`config.mk`:
```
export PLATFORM = sky130hd
export DESIGN_NAME = fifo_sched_flat
export DESIGN_NICKNAME = d
export VERILOG_FILES = /design/src/rtl/fifo_sched_if.sv /design/src/rtl/fifo_sched.sv /design/src/flat_wrapper.sv
export SDC_FILE = /design/constraint.sdc
export NUM_CORES = 1
export LEC_CHECK = 0
export ABC_AREA = 1
export BUFFER_PORTS_ARGS = -buffer_cell sky130_fd_sc_hd__buf_4
export CAP_MARGIN = 0
export CORE_ASPECT_RATIO = 0.6
export CORE_MARGIN = 1.5
export CORE_UTILIZATION = 28
export DETAILED_ROUTE_END_ITERATION = 16
export GPL_ROUTABILITY_DRIVEN = 0
export PLACE_DENSITY_LB_ADDON = 0.05
export SLEW_MARGIN = 15
export SYNTH_ARGS = -nofsm -noshare
export SYNTH_HDL_FRONTEND = slang
export SYNTH_SLANG_ARGS = --single-unit
```
`constraint.sdc`:
```
create_clock -name clk -period 1.5 [get_ports clk]
set_input_delay 0.3 -clock clk [delete_from_list [all_inputs] [get_ports clk]]
set_output_delay 0.3 -clock clk [all_outputs]
set_load 0.01 [all_outputs]
```
`src/rtl/fifo_sched_if.sv`:
```
// Handshake bundle between the scheduler, its two producers, the byte FIFO and the consumer.
// The slave modport is the scheduler's view; master is the surrounding environment.
interface fifo_sched_if #(
  parameter int DWIDTH = 8
) ();
  logic              req0_valid;
  logic [DWIDTH-1:0] req0_data;
  logic              req0_ready;
  logic              req1_valid;
  logic [DWIDTH-1:0] req1_data;
  logic              req1_ready;
  logic [DWIDTH-1:0] fifo_wdata;
  logic              fifo_write;
  logic              fifo_read;
  logic              fifo_full;
  logic              fifo_empty;
  logic [DWIDTH-1:0] fifo_rdata;
  logic              out_valid;
  logic [DWIDTH-1:0] out_data;
  logic              out_ready;
  logic              busy;

  modport slave (
    input  req0_valid, req0_data, req1_valid, req1_data,
    input  fifo_full, fifo_empty, fifo_rdata, out_ready,
    output req0_ready, req1_ready, fifo_wdata, fifo_write, fifo_read,
    output out_valid, out_data, busy
  );

  modport master (
    output req0_valid, req0_data, req1_valid, req1_data,
    output fifo_full, fifo_empty, fifo_rdata, out_ready,
    input  req0_ready, req1_ready, fifo_wdata, fifo_write, fifo_read,
    input  out_valid, out_data, busy
  );
endinterface

```
`src/rtl/fifo_sched.sv`:
```
// Round-robin write scheduler and burst drain sequencer in front of a 5-entry byte FIFO.
// Relies only on the FIFO's registered full/empty flags; bubble cycles absorb their lag.
module fifo_sched #(
  parameter int DWIDTH  = 8,
  parameter int BURST   = 4,
  parameter int TIMEOUT = 6,
  parameter int TW      = 3
) (
  input  logic        clk,
  input  logic        rst_n,
  fifo_sched_if.slave bus
);

  // state | meaning
  // IDLE  | nothing pending; waits for a producer or a non-empty FIFO
  // FILL  | granting producer writes; leaves on full or idle timeout
  // DRAIN | reading bursts of up to BURST beats to the consumer
  typedef enum logic [1:0] {
    IDLE  = 2'd0,
    FILL  = 2'd1,
    DRAIN = 2'd2
  } state_t;

  localparam int            BW        = $clog2(BURST + 1);
  localparam logic [BW-1:0] BURST_MAX = BW'(BURST);
  localparam logic [TW-1:0] TMO_MAX   = TW'(TIMEOUT);

  state_t            state;
  state_t            state_nxt;
  logic              rr;
  logic [TW-1:0]     tmo_cnt;
  logic [BW-1:0]     burst_cnt;
  logic              wbub;
  logic              rbub;
  logic              wr_q;
  logic [DWIDTH-1:0] wdata_q;
  logic              out_valid_q;
  logic [DWIDTH-1:0] out_data_q;

  logic any_valid;
  logic both_valid;
  logic grant;
  logic sel1;
  logic tmo_hit;
  logic rd;
  logic burst_done;
  logic drain_dry;

  always_comb begin
    any_valid  = bus.req0_valid | bus.req1_valid;
    both_valid = bus.req0_valid & bus.req1_valid;
    grant      = (state != DRAIN) && !bus.fifo_full && !wbub && any_valid;
    sel1       = bus.req1_valid && (!bus.req0_valid || rr);
    // A write accepted in the terminal-count cycle restarts the idle window.
    tmo_hit    = (tmo_cnt == TMO_MAX) && !grant;
    burst_done = (burst_cnt == BURST_MAX);
    rd         = (state == DRAIN) && !bus.fifo_empty && !out_valid_q && !rbub && !burst_done;
    drain_dry  = bus.fifo_empty && !rbub && !out_valid_q;

    state_nxt = state;
    case (state)
      IDLE: begin
        if (any_valid)
          state_nxt = FILL;
        else if (!bus.fifo_empty)
          state_nxt = DRAIN;
      end
      FILL: begin
        if (bus.fifo_full)
          state_nxt = DRAIN;
        else if (tmo_hit)
          state_nxt = bus.fifo_empty ? IDLE : DRAIN;
      end
      DRAIN: begin
        if (burst_done || drain_dry)
          state_nxt = FILL;
      end
      default: state_nxt = IDLE;
    endcase
  end

  always_ff @(posedge clk or negedge rst_n) begin
    if (!rst_n) begin
      state       <= IDLE;
      rr          <= 1'b0;
      tmo_cnt     <= '0;
      burst_cnt   <= '0;
      wbub        <= 1'b0;
      rbub        <= 1'b0;
      wr_q        <= 1'b0;
      wdata_q     <= '0;
      out_valid_q <= 1'b0;
      out_data_q  <= '0;
    end else begin
      state <= state_nxt;
      wbub  <= grant;
      wr_q  <= grant;
      rbub  <= rd;

      if (grant) begin
        wdata_q <= sel1 ? bus.req1_data : bus.req0_data;
        if (both_valid)
          rr <= ~rr;
      end

      if (rd) begin
        out_valid_q <= 1'b1;
        out_data_q  <= bus.fifo_rdata;
      end else if (out_valid_q && bus.out_ready) begin
        out_valid_q <= 1'b0;
      end

      if ((state_nxt == DRAIN) && (state != DRAIN))
        burst_cnt <= '0;
      else if (rd)
        burst_cnt <= burst_cnt + BW'(1);

      if ((state_nxt != state) || grant)
        tmo_cnt <= '0;
      else if ((state == FILL) && (tmo_cnt != TMO_MAX))
        tmo_cnt <= tmo_cnt + TW'(1);
    end
  end

  assign bus.req0_ready = grant && !sel1;
  assign bus.req1_ready = grant && sel1;
  assign bus.fifo_write = wr_q;
  assign bus.fifo_wdata = wdata_q;
  assign bus.fifo_read  = rd;
  assign bus.out_valid  = out_valid_q;
  assign bus.out_data   = out_data_q;
  assign bus.busy       = (state != IDLE);

endmodule

```
`src/flat_wrapper.sv`:
```
// flat-port wrapper written by rule: the top's interface ports become plain ports
module fifo_sched_flat 
#(
  parameter int DWIDTH  = 8,
  parameter int BURST   = 4,
  parameter int TIMEOUT = 6,
  parameter int TW      = 3
)
  (clk, rst_n, bus_req0_valid, bus_req0_data, bus_req1_valid, bus_req1_data, bus_fifo_full, bus_fifo_empty, bus_fifo_rdata, bus_out_ready, bus_req0_ready, bus_req1_ready, bus_fifo_wdata, bus_fifo_write, bus_fifo_read, bus_out_valid, bus_out_data, bus_busy);
  fifo_sched_if #(.DWIDTH(DWIDTH)) bus_i ();
  input  logic clk;
  input  logic rst_n;
  input wire logic [$bits(bus_i.req0_valid)-1:0] bus_req0_valid;
  input wire logic [$bits(bus_i.req0_data)-1:0] bus_req0_data;
  input wire logic [$bits(bus_i.req1_valid)-1:0] bus_req1_valid;
  input wire logic [$bits(bus_i.req1_data)-1:0] bus_req1_data;
  input wire logic [$bits(bus_i.fifo_full)-1:0] bus_fifo_full;
  input wire logic [$bits(bus_i.fifo_empty)-1:0] bus_fifo_empty;
  input wire logic [$bits(bus_i.fifo_rdata)-1:0] bus_fifo_rdata;
  input wire logic [$bits(bus_i.out_ready)-1:0] bus_out_ready;
  output wire logic [$bits(bus_i.req0_ready)-1:0] bus_req0_ready;
  output wire logic [$bits(bus_i.req1_ready)-1:0] bus_req1_ready;
  output wire logic [$bits(bus_i.fifo_wdata)-1:0] bus_fifo_wdata;
  output wire logic [$bits(bus_i.fifo_write)-1:0] bus_fifo_write;
  output wire logic [$bits(bus_i.fifo_read)-1:0] bus_fifo_read;
  output wire logic [$bits(bus_i.out_valid)-1:0] bus_out_valid;
  output wire logic [$bits(bus_i.out_data)-1:0] bus_out_data;
  output wire logic [$bits(bus_i.busy)-1:0] bus_busy;
  assign bus_i.req0_valid = bus_req0_valid;
  assign bus_i.req0_data = bus_req0_data;
  assign bus_i.req1_valid = bus_req1_valid;
  assign bus_i.req1_data = bus_req1_data;
  assign bus_i.fifo_full = bus_fifo_full;
  assign bus_i.fifo_empty = bus_fifo_empty;
  assign bus_i.fifo_rdata = bus_fifo_rdata;
  assign bus_i.out_ready = bus_out_ready;
  assign bus_req0_ready = bus_i.req0_ready;
  assign bus_req1_ready = bus_i.req1_ready;
  assign bus_fifo_wdata = bus_i.fifo_wdata;
  assign bus_fifo_write = bus_i.fifo_write;
  assign bus_fifo_read = bus_i.fifo_read;
  assign bus_out_valid = bus_i.out_valid;
  assign bus_out_data = bus_i.out_data;
  assign bus_busy = bus_i.busy;
  fifo_sched #(.DWIDTH(DWIDTH), .BURST(BURST), .TIMEOUT(TIMEOUT), .TW(TW)) u_core (.clk(clk), .rst_n(rst_n), .bus(bus_i));
endmodule
```
==> flow_summary.toml <==
[route]
drtPass1Iterations = 5
wl_per_cell_um = 11.2
drc = 0
vias = 1313
drt-initial-drc-count = 62
via_per_inst = 4.32
ant_nets = 0
postRouteWirelength_um = 3400

[synthesis]
synth_cell_types = 23
synth_top_area_share_pct = 51.0
synth_simple_gate_area_share_pct = 32.5
synth_edf_count = 0
avgSynthCellArea_um2 = 8.49
syn_area_mm2 = 0.00138
syn_inst = 162
synth_mux_area_share_pct = 0
yosysWarningCount = 0
synth_top_family_by_area = "simple AND/OR/NAND/NOR gates"
synth-compound-area-share_pct = 3.46
yosysTopAreaCell = "dfrtp_1"
synthAdderAreaFrac_pct = 3.64
ys_top_cells_by_area = "dfrtp_1 51%, nand2_1 18%, nand3_1 4.4%"
synth_seq_area_share_pct = 51.0
synth_xor_area_share_pct = 3.18
async_reset_ff_share_pct = 100
ys_ff_latch = 28
syn_nets = 197
synth_ff_type = "dfrtp_1"

[sta]
tightest_slew_ns = 0.372
skew_ns = 0.00516
worst_slack_ns = -0.0270
rsz0062_at_grt = "yes"
fin_crit_sh_pct = 102
setup_viol_count_final = 1
slew_violations = 0
hold_violations = 0
slew_headroom_pct = 75.2
timing.fmax_ghz = 0.655
fin_crit_ns = 1.53

[layout]
fin_cells = 304
n_fill_cell = 455
final_cell_mix = "74 x buf_4, 65 x nand2_1, 27 x dfrtp_1, 11 x inv_1, 11 x nand3_1"
nets = 277
syn_to_final_growth_pct = 54.6
diodes = 0
layout_commonest_cell = "buf_4"
drive_above_1_share_pct = 42.3

[setup_path]
reg2reg_from = "u_core.state[0]"
endpoint = "bus_req0_ready"
required_ns = 1.20
rr_endpoint = "u_core.burst_cnt[2]"
cp_max_fo = 4
r2r_cells = 9
arrival_ns = 1.23
end_kind = "primary output"
ff2ff_setup_slack_ns = 0
criticalPathCategory = "reg2out"
startpoint_type = "flip-flop"
crit_start = "u_core.state[1]"

[place]
pre_cts_ws_ns = 0.0846
dp.cells = 285
place.detailed.hpwl_um = 2550
port_buffers = 52

[pwr]
p_per_area_mw_per_mm2 = 1640
ir_drop_uv = 647
leakage_nw = 1.15

[floorplanning]
die_x_um = 93.5
die-area_mm2 = 0.00535
initial_utilization_pct = 29.7
chipHeight_um = 57.3
ioPinCount = 53
num_rows = 19
core_region_area_mm2 = 0.00464

[cts]
cts_tree = "built"
cts_root_buffer = "clkbuf_8"
cts.sinks = 28
clk_latency_ns = 0.27
clock_path_buffers = 2
clk_pin_slew_ns = 0.09
h-tree-depth = 1
cts-buffers-inserted = 3

[global_routing]
antenna_found_initial = 0
grt_max_degree = 29
overflow = 0
grt_usage_pct = 12.8
grt_pass1_wl_um = 5400
grt_pass1_vias = 1206

[run_status]
violations = "setup timing"
status = "finished with violations"

[worst_hold_path]
worstHoldPathCells = 2
hold_path_class = "in2reg"

[job]
maxCapViolCount = 0
-- critical path, cell delays in order (launching register included) --
cell,delay [ns]
dfrtp_2,0.45
nand2_4,0.12
nand3_4,0.13
nor2_4,0.14
buf_6,0.11
-- repair_timing --
item | in CTS | in global routing
hold endpoints to repair | 28 | 0
gates resized for setup | 10 | 7
hold buffers | 1 | 0
setup buffers | 10 | 4
setup endpoints to repair | 3 | 10
pin swaps | 5 | 3
-- per-stage QoR --
stage	util (%)	total power (W)	TNS, ns	area [um2]	hold slack, ns
floorplan	-	0.00207	0	1380	0.00441
global placement	40.9	0.00278	0	1900	0.246
detailed placement	40.9	0.00280	0	1900	0.249
CTS	44.6	0.00343	-0.0639	2070	0.196
global route	45.9	0.00375	-0.885	2130	0.208
finish	45.9	0.00349	-0.0270	2130	0.203
-- cells in the mapped netlist, types with 2 or more instances --
cell type / instances
inv_1: 13
nand3_1: 12
nor2_1: 10
nor2_2: 2
ha_1: 4
dfrtp_1: 28
and2_1: 2
a21oi_1: 5
buf_6: 2
xor2_1: 4
o21ai_0: 2
inv_2: 2
nand2_1: 66
-- power breakdown --
part	switching, W	internal [W]
registers	0.000181	0.00106
logic	0.000878	0.000905
clock network	0.000232	0.000235
-- worst min-delay path by stage --
stage,start,to
after floorplan,rst_n,u_core.burst_cnt[0]
after global placement,rst_n,u_core.burst_cnt[0]
after detailed placement,rst_n,u_core.burst_cnt[0]
after CTS,bus_out_ready,u_core.bus.out_valid
after global routing,bus_fifo_rdata[6],u_core.bus.out_data[6]
final,bus_out_ready,u_core.bus.out_valid
-- layer usage --
layer / up-vias / GRT usage (%) / share of wire (%)
met1: 618 / 17.2 / 47
li1: 655 / - / -
met5: - / 0 / 0
met4: 0 / 2.16 / 0.47
met3: 2 / 4.13 / 7.0
met2: 38 / 20.6 / 45
-- final cells by class --
class                   instances  area [um2]  share of cell area [%]
clock buffers                   4        55.1                    2.59
inverters                      15        56.3                    2.65
multi-input cells             116         634                    29.8
flip-flops and latches         28         702                    33.0
well taps                      63        78.8                    3.71
repair buffers                 78         599                    28.2
-- state kept, by name, summed over array words and instances (netlist names) --
register,count
u_core.bus.fifo_wdata,8
u_core.bus.out_data,8
u_core.burst_cnt,3
u_core.tmo_cnt,3
u_core.state,2
u_core.bus.out_valid,1
u_core.rbub,1
u_core.rr,1
u_core.wbub,1
-- logic make-up (layout without fill, tap and decap cells) --
family | count (synthesis) | count (layout)
AO/OA/AOI/OAI | 9 | 9
XOR/XNOR | 5 | 5
adder cells (fa/ha/maj) | 4 | 4
buffers and inverters | 18 | 97
flip-flops | 28 | 28
AND/OR/NAND/NOR | 98 | 98
Power figures use the tool's default switching activity.
